$ cat src/rtl/uart_pkg.sv
// Shared UART definitions: TX state encoding, frame constants and the parity helper.
// The PARITY state exists only when UART_TX_PARITY_EN is defined.
package uart_pkg;

   localparam int unsigned UART_DATA_BITS = 8;
   localparam logic        LINE_IDLE      = 1'b1;
   localparam logic        START_BIT      = 1'b0;
   localparam logic        STOP_BIT       = 1'b1;

   typedef enum logic [2:0] {
      TX_IDLE   = 3'd0,
      TX_START  = 3'd1,
      TX_DATA   = 3'd2,
`ifdef UART_TX_PARITY_EN
      TX_PARITY = 3'd3,
`endif
      TX_STOP   = 3'd4
   } tx_state_e;

   function automatic logic even_parity(input logic [UART_DATA_BITS-1:0] data);
      return ^data;
   endfunction

endpackage

$ cat src/rtl/uart_tx_fifo.sv
// Synchronous byte FIFO. A push is refused whenever the registered full flag is set,
// even when a pop happens on the same edge.
module uart_tx_fifo #(
   parameter int unsigned DEPTH = 4,
   parameter int unsigned WIDTH = 8
) (
   input  logic                   clk_i,
   input  logic                   rst_i,
   input  logic                   push_i,
   input  logic [WIDTH-1:0]       wdata_i,
   input  logic                   pop_i,
   output logic [WIDTH-1:0]       rdata_c_o,
   output logic                   full_o,
   output logic                   empty_o,
   output logic [$clog2(DEPTH):0] count_o
);

   localparam int unsigned PTR_W = $clog2(DEPTH);
   localparam int unsigned CNT_W = PTR_W + 1;

   logic [WIDTH-1:0] mem_q [DEPTH];
   logic [PTR_W-1:0] wr_ptr_q;
   logic [PTR_W-1:0] rd_ptr_q;
   logic [CNT_W-1:0] count_q;
   logic [CNT_W-1:0] count_d;
   logic             full_q;
   logic             empty_q;
   logic             push_ok;
   logic             pop_ok;

   always_comb begin
      push_ok = push_i && !full_q;
      pop_ok  = pop_i && !empty_q;
      count_d = count_q + CNT_W'(push_ok) - CNT_W'(pop_ok);
   end

   // Pointers wrap naturally; flags are registered from the next count.
   always_ff @(posedge clk_i) begin
      if (rst_i) begin
         wr_ptr_q <= '0;
         rd_ptr_q <= '0;
         count_q  <= '0;
         full_q   <= 1'b0;
         empty_q  <= 1'b1;
      end else begin
         if (push_ok) wr_ptr_q <= wr_ptr_q + PTR_W'(1);
         if (pop_ok)  rd_ptr_q <= rd_ptr_q + PTR_W'(1);
         count_q <= count_d;
         full_q  <= (count_d == CNT_W'(DEPTH));
         empty_q <= (count_d == '0);
      end
   end

   always_ff @(posedge clk_i) begin
      if (push_ok) mem_q[wr_ptr_q] <= wdata_i;
   end

   assign rdata_c_o = mem_q[rd_ptr_q];
   assign full_o    = full_q;
   assign empty_o   = empty_q;
   assign count_o   = count_q;

endmodule

$ cat src/rtl/uart_tx_buffered.sv
// Buffered UART transmitter: FIFO-fed 8N1/8N2 framer, even parity with UART_TX_PARITY_EN.
// Line outputs are registered from the current state, so the line trails the FSM by one clock.
module uart_tx_buffered
   import uart_pkg::*;
#(
   parameter int unsigned CLKS_PER_BIT = 217,
   parameter int unsigned FIFO_DEPTH   = 4,
   parameter int unsigned STOP_BITS    = 1
) (
   input  logic                        i_Clock,
   input  logic                        i_Rst,
   input  logic                        i_TX_DV,
   input  logic [7:0]                  i_TX_Byte,
   output logic                        o_TX_Ready,
   output logic                        o_TX_Serial,
   output logic                        o_TX_Active,
   output logic                        o_TX_Done,
   output logic [$clog2(FIFO_DEPTH):0] o_FIFO_Count
);

   localparam int unsigned CNT_W = $clog2(CLKS_PER_BIT);
   localparam int unsigned IDX_W = 3;

   tx_state_e                   state_q;
   tx_state_e                   state_d;
   logic [CNT_W-1:0]            clk_cnt_q;
   logic [CNT_W-1:0]            clk_cnt_d;
   logic [IDX_W-1:0]            bit_idx_q;
   logic [IDX_W-1:0]            bit_idx_d;
   logic [UART_DATA_BITS-1:0]   data_q;
   logic [UART_DATA_BITS-1:0]   data_d;
   logic                        serial_q;
   logic                        serial_d;
   logic                        active_q;
   logic                        active_d;
   logic                        done_q;
   logic                        done_d;
   logic                        pop_c;
   logic                        last_clk_c;
   logic [UART_DATA_BITS-1:0]   fifo_head;
   logic                        fifo_full;
   logic                        fifo_empty;
   logic [$clog2(FIFO_DEPTH):0] fifo_count;

   uart_tx_fifo #(
      .DEPTH (FIFO_DEPTH),
      .WIDTH (UART_DATA_BITS)
   ) u_fifo (
      .clk_i     (i_Clock),
      .rst_i     (i_Rst),
      .push_i    (i_TX_DV),
      .wdata_i   (i_TX_Byte),
      .pop_i     (pop_c),
      .rdata_c_o (fifo_head),
      .full_o    (fifo_full),
      .empty_o   (fifo_empty),
      .count_o   (fifo_count)
   );

   assign last_clk_c = (clk_cnt_q == CNT_W'(CLKS_PER_BIT - 1));

   always_ff @(posedge i_Clock) begin
      if (i_Rst) begin
         state_q   <= TX_IDLE;
         clk_cnt_q <= '0;
         bit_idx_q <= '0;
         data_q    <= '0;
         serial_q  <= LINE_IDLE;
         active_q  <= 1'b0;
         done_q    <= 1'b0;
      end else begin
         state_q   <= state_d;
         clk_cnt_q <= clk_cnt_d;
         bit_idx_q <= bit_idx_d;
         data_q    <= data_d;
         serial_q  <= serial_d;
         active_q  <= active_d;
         done_q    <= done_d;
      end
   end

   // bit_idx_q counts data bits in DATA and stop bits in STOP.
   always_comb begin
      state_d   = state_q;
      clk_cnt_d = clk_cnt_q;
      bit_idx_d = bit_idx_q;
      data_d    = data_q;
      pop_c     = 1'b0;
      serial_d  = LINE_IDLE;
      active_d  = 1'b0;
      done_d    = 1'b0;
      unique case (state_q)
         TX_IDLE: begin
            if (!fifo_empty) begin
               pop_c     = 1'b1;
               data_d    = fifo_head;
               clk_cnt_d = '0;
               bit_idx_d = '0;
               state_d   = TX_START;
            end
         end
         TX_START: begin
            serial_d = START_BIT;
            active_d = 1'b1;
            if (last_clk_c) begin
               clk_cnt_d = '0;
               state_d   = TX_DATA;
            end else begin
               clk_cnt_d = clk_cnt_q + CNT_W'(1);
            end
         end
         TX_DATA: begin
            serial_d = data_q[bit_idx_q];
            active_d = 1'b1;
            if (last_clk_c) begin
               clk_cnt_d = '0;
               if (bit_idx_q == IDX_W'(UART_DATA_BITS - 1)) begin
                  bit_idx_d = '0;
`ifdef UART_TX_PARITY_EN
                  state_d   = TX_PARITY;
`else
                  state_d   = TX_STOP;
`endif
               end else begin
                  bit_idx_d = bit_idx_q + IDX_W'(1);
               end
            end else begin
               clk_cnt_d = clk_cnt_q + CNT_W'(1);
            end
         end
`ifdef UART_TX_PARITY_EN
         TX_PARITY: begin
            serial_d = even_parity(data_q);
            active_d = 1'b1;
            if (last_clk_c) begin
               clk_cnt_d = '0;
               state_d   = TX_STOP;
            end else begin
               clk_cnt_d = clk_cnt_q + CNT_W'(1);
            end
         end
`endif
         TX_STOP: begin
            serial_d = STOP_BIT;
            active_d = 1'b1;
            if (last_clk_c) begin
               clk_cnt_d = '0;
               if (bit_idx_q == IDX_W'(STOP_BITS - 1)) begin
                  done_d    = 1'b1;
                  bit_idx_d = '0;
                  if (!fifo_empty) begin
                     pop_c   = 1'b1;
                     data_d  = fifo_head;
                     state_d = TX_START;
                  end else begin
                     state_d = TX_IDLE;
                  end
               end else begin
                  bit_idx_d = bit_idx_q + IDX_W'(1);
               end
            end else begin
               clk_cnt_d = clk_cnt_q + CNT_W'(1);
            end
         end
         default: state_d = TX_IDLE;
      endcase
   end

   assign o_TX_Ready   = !fifo_full;
   assign o_TX_Serial  = serial_q;
   assign o_TX_Active  = active_q;
   assign o_TX_Done    = done_q;
   assign o_FIFO_Count = fifo_count;

endmodule

$ cat config.mk
export PLATFORM = sky130hd
export DESIGN_NAME = uart_tx_buffered
export DESIGN_NICKNAME = d
export VERILOG_FILES = /design/src/rtl/uart_pkg.sv /design/src/rtl/uart_tx_fifo.sv /design/src/rtl/uart_tx_buffered.sv
export SDC_FILE = /design/constraint.sdc
export NUM_CORES = 1
export LEC_CHECK = 0
export BUFFER_PORTS_ARGS = -buffer_cell sky130_fd_sc_hd__buf_2
export CORE_ASPECT_RATIO = 1.25
export CORE_MARGIN = 4
export CORE_UTILIZATION = 67
export CTS_BUF_LIST = sky130_fd_sc_hd__clkbuf_4 sky130_fd_sc_hd__clkbuf_8
export DETAILED_ROUTE_END_ITERATION = 10
export PLACE_DENSITY_LB_ADDON = 0.08
export SKIP_LAST_GASP = 1
export SYNTH_ARGS = -nofsm -noshare
export SYNTH_HDL_FRONTEND = slang
export SYNTH_HIERARCHICAL = 1
export SYNTH_SLANG_ARGS = --single-unit
export TNS_END_PERCENT = 30
$ cat constraint.sdc
create_clock -name i_Clock -period 5.23 [get_ports i_Clock]
set_clock_uncertainty 0.05 [all_clocks]
set_input_delay 0.2615 -clock i_Clock [delete_from_list [all_inputs] [get_ports i_Clock]]
set_output_delay 0.2615 -clock i_Clock [all_outputs]
set_load 0.05 [all_outputs]
==> out/metrics.yaml <==
fin_crit_ns: 3.41
ys_seq_area_share_pct: 56.9
max_slew_margin_pct: 56.4
setup_tns_ns: 0
p_clk_share_pct: 28.4
core_mm2: 0.00416
initial_utilization_pct: 71.0
place.gp.congestion: 0.808
cts.sink_count: 68
hold_path.class: "input pin to flop"
worst-path-max-fanout: 10
synth_xor_area_share_pct: 2.96
first_pass_iters: 4
outcome: "complete, no violations"
swShare_pct: 31.1
critical_path_class: "flop to flop"
cts_tree: "built"
insertion_delay_ns: 0.34
r2r_slack_ns: 1.82
whs_ns: 0.0828
postCtsResizedCells: 0
ys_seq_elements: 68
slew_violations: 0
rsz0062_at_grt: "false"
htree_levels: 3
synth_area_leader_cell: "edfxtp_1"
ant_nets: 0
comb_power_share_pct: 25.7
drt_iter0_markers: 141
grt_max_degree: 21
yosys.area_share.simple_pct: 13.8
grt_util_met1_pct: 23.8
yosysMostFrequentCell: "dfxtp_1"
crit_end: "u_fifo/empty_o"
nFillCells: 288
use_met3_pct: 7.58
setup-violations-final: 0
synth_fa_ha_area_share_pct: 5.33
worst-r2r-cell-count: 15
worst-slew-pin-transition_ns: 0.638
synth-compound-area-share_pct: 5.50
die-width_um: 67.4
vias: 1810
io_pins: 18
routedWlPerCell_um: 15.4
cp.depth: 15
grt_busiest_layer: "met2"
antenna_cells: 0
dieArea_mm2: 0.00555
syn_avg_cell_area_um2: 12.3
netlist_instances: 240
grt.overflow.total: 0
cts-root-buf: "clkbuf_8"
rr_startpoint: "clk_cnt_q[0]"
required_ns: 5.46
port_buffers: 17
globalRouteTotalUtil_pct: 21.4
cts_buffers: 9
max-vdd-ir-drop_mv: 0.402
cts-hold-fix-buffers: 0
intPower_uw: 1100
dp_hpwl_um: 3450
arrival_ns: 3.65
finalCritPeriodShare_pct: 65.2
synthesis.area_mm2: 0.00296
max_stage_delay_ns: 0.37
area_delta_synth_final_pct: 10.4
synthMuxAreaShare_pct: 11.7
p_sw_uw: 497
clk_pin_slew_ns: 0.07
drc: 0
fin_nets: 281
yosysWarnings: 6
worst-path-buf-inv: 4
grt_pass1_wl_um: 8440
timing.rr.end: "u_fifo/empty_o"
cts_setup_buffers: 0
pre_cts_slack_ns: 2.00
antenna_found_initial: 0
drive_gt1_share_pct: 17.1
syn_nets: 263
cpMaxStageDelayCell: "fa_1"
ys_types: 44
fmax_mhz: 293
fp-row-count: 26
path_cells: "inv_1 > ha_1 > nand4b_1 > nor3_1 > o21ai_0 > inv_2 > nor2b_1 > ha_1 > inv_1 > ha_1 > inv_1 > fa_1 > xor2_1 > xnor2_1 > a31o_1"
cp-startpoint: "clk_cnt_q[0]"
clk_path_buf_depth: 2
crit_path_end_kind: "flop"
synthFlopType: "dfxtp_1"
synth_top_family_by_area: "simple AND/OR/NAND/NOR gates"
yosys-top-cells-count: "36 x dfxtp_1, 32 x edfxtp_1, 21 x nand2_1, 19 x nor2_1, 14 x inv_1"
cp-start-kind: "flop"
p_per_area_mw_per_mm2: 489
drv_cap: 0
synth_edf_count: 32
wl_um: 4910
power_frac_seq_pct: 45.8
setup_ws_ns: 1.82
p_leak_uw: 0.00119
async_reset_ff_share_pct: 0
yosysTopAreaCellShare_pct: 32.5
grt_pass1_vias: 1823
use_met2_pct: 36.6
die_h_um: 82.3
viasPerCell: 5.67
path_delay_family: "adder cells"
report.final.hold_viol_count: 0
synthTopCellsByArea: "edfxtp_1 33%, dfxtp_1 24%, mux4_2 7.6%"
[power by group through the flow]
stage	Combinational, uW	Sequential, uW	Clock (uW)
final	411	731	454
after global routing	456	746	490
after CTS	414	733	465
after detailed placement	411	742	0
after global placement	401	739	0
after floorplan	317	751	0
[cell type report]
| class | count | area (um^2) | area share, % |
|---|---|---|---|
| Inverter | 15 | 56.3 | 1.72 |
| Clock inverter | 6 | 78.8 | 2.41 |
| Timing Repair Buffer | 17 | 85.1 | 2.61 |
| Tap cell | 56 | 70.1 | 2.15 |
| Clock buffer | 10 | 131 | 4.02 |
| Sequential cell | 68 | 1680 | 51.5 |
| Multi-Input combinational cell | 147 | 1160 | 35.6 |
[cell usage in the layout, fill, tap and decap left out, types with 2 or more instances in the layout]
master	n
buf_2	17
xnor2_1	7
or3_1	3
nor4b_1	2
clkinv_1	3
and2_1	5
nand2b_1	4
nand3b_1	2
o21ai_0	5
mux4_2	10
nor4_1	3
o31ai_1	2
bufinv_16	2
ha_1	11
inv_1	14
nor3_1	3
xor2_1	3
clkbuf_8	9
a22oi_1	2
edfxtp_1	32
mux2i_1	11
nand2_1	21
dfxtp_1	36
nor2_1	19
a21oi_1	7
nand3_1	7
nor2b_1	3
or4_1	2
[routing by layer]
| layer | vias to the layer above | routed length [um] |
|---|---|---|
| met5 | - | 0 |
| met1 | 861 | 1950 |
| met3 | 14 | 223 |
| li1 | 893 | - |
| met4 | 0 | 143 |
| met2 | 42 | 2590 |
[worst min-delay path by stage]
stage / from / end / slack [ns] / cells past startpoint
2_1_floorplan: i_Rst / state_q[0] / 0.28 / 1
3_3_place_gp: data_q[6] / data_q[6] / 0.39 / 2
3_5_place_dp: data_q[3] / data_q[3] / 0.41 / 2
4_1_cts: i_TX_Byte[0] / u_fifo/mem_q[2][0] / 0.06 / 1
5_1_grt: i_TX_Byte[7] / u_fifo/mem_q[3][7] / 0.07 / 1
6_report: i_TX_Byte[0] / u_fifo/mem_q[2][0] / 0.08 / 1
[per-stage QoR]
stage	total power, uW	cells	utilization (%)	instance area (um^2)
3_3_place_gp	1140	303	73.3	3050
4_1_cts	1610	319	78.4	3260
6_report	1600	319	78.4	3260
2_1_floorplan	1070	240	-	2960
5_1_grt	1690	319	78.4	3260
3_5_place_dp	1150	303	73.3	3050
[cells by family after synthesis]
| group | Yosys count |
|---|---|
| multiplexers | 22 |
| XOR/XNOR | 10 |
| flip-flops | 68 |
| buffers and inverters | 25 |
| AND/OR/NAND/NOR | 79 |
| AO/OA/AOI/OAI | 24 |
| adder cells (fa/ha/maj) | 12 |
[flip-flops by register name, indices dropped and copies added (netlist names), named ones only]
register	count
o_TX_Serial	1
u_fifo/wr_ptr_q	2
u_fifo/rd_ptr_q	2
o_TX_Done	1
clk_cnt_q	8
u_fifo/full_o	1
o_TX_Active	1
u_fifo/count_o	3
u_fifo/empty_o	1
data_q	8
u_fifo/mem_q	32
state_q	3
bit_idx_q	3
[worst reg2reg max path, stage by stage, from the launching register on]
cell      delay, ns
dfxtp_1        0.35
inv_1          0.11
ha_1           0.16
nand4b_1       0.18
nor3_1         0.34
o21ai_0        0.18
inv_2          0.24
nor2b_1        0.26
ha_1           0.27
inv_1          0.05
ha_1           0.14
inv_1          0.06
fa_1           0.37
xor2_1         0.16
xnor2_1        0.27
a31o_1         0.18
(Power assumes the default switching activity.)
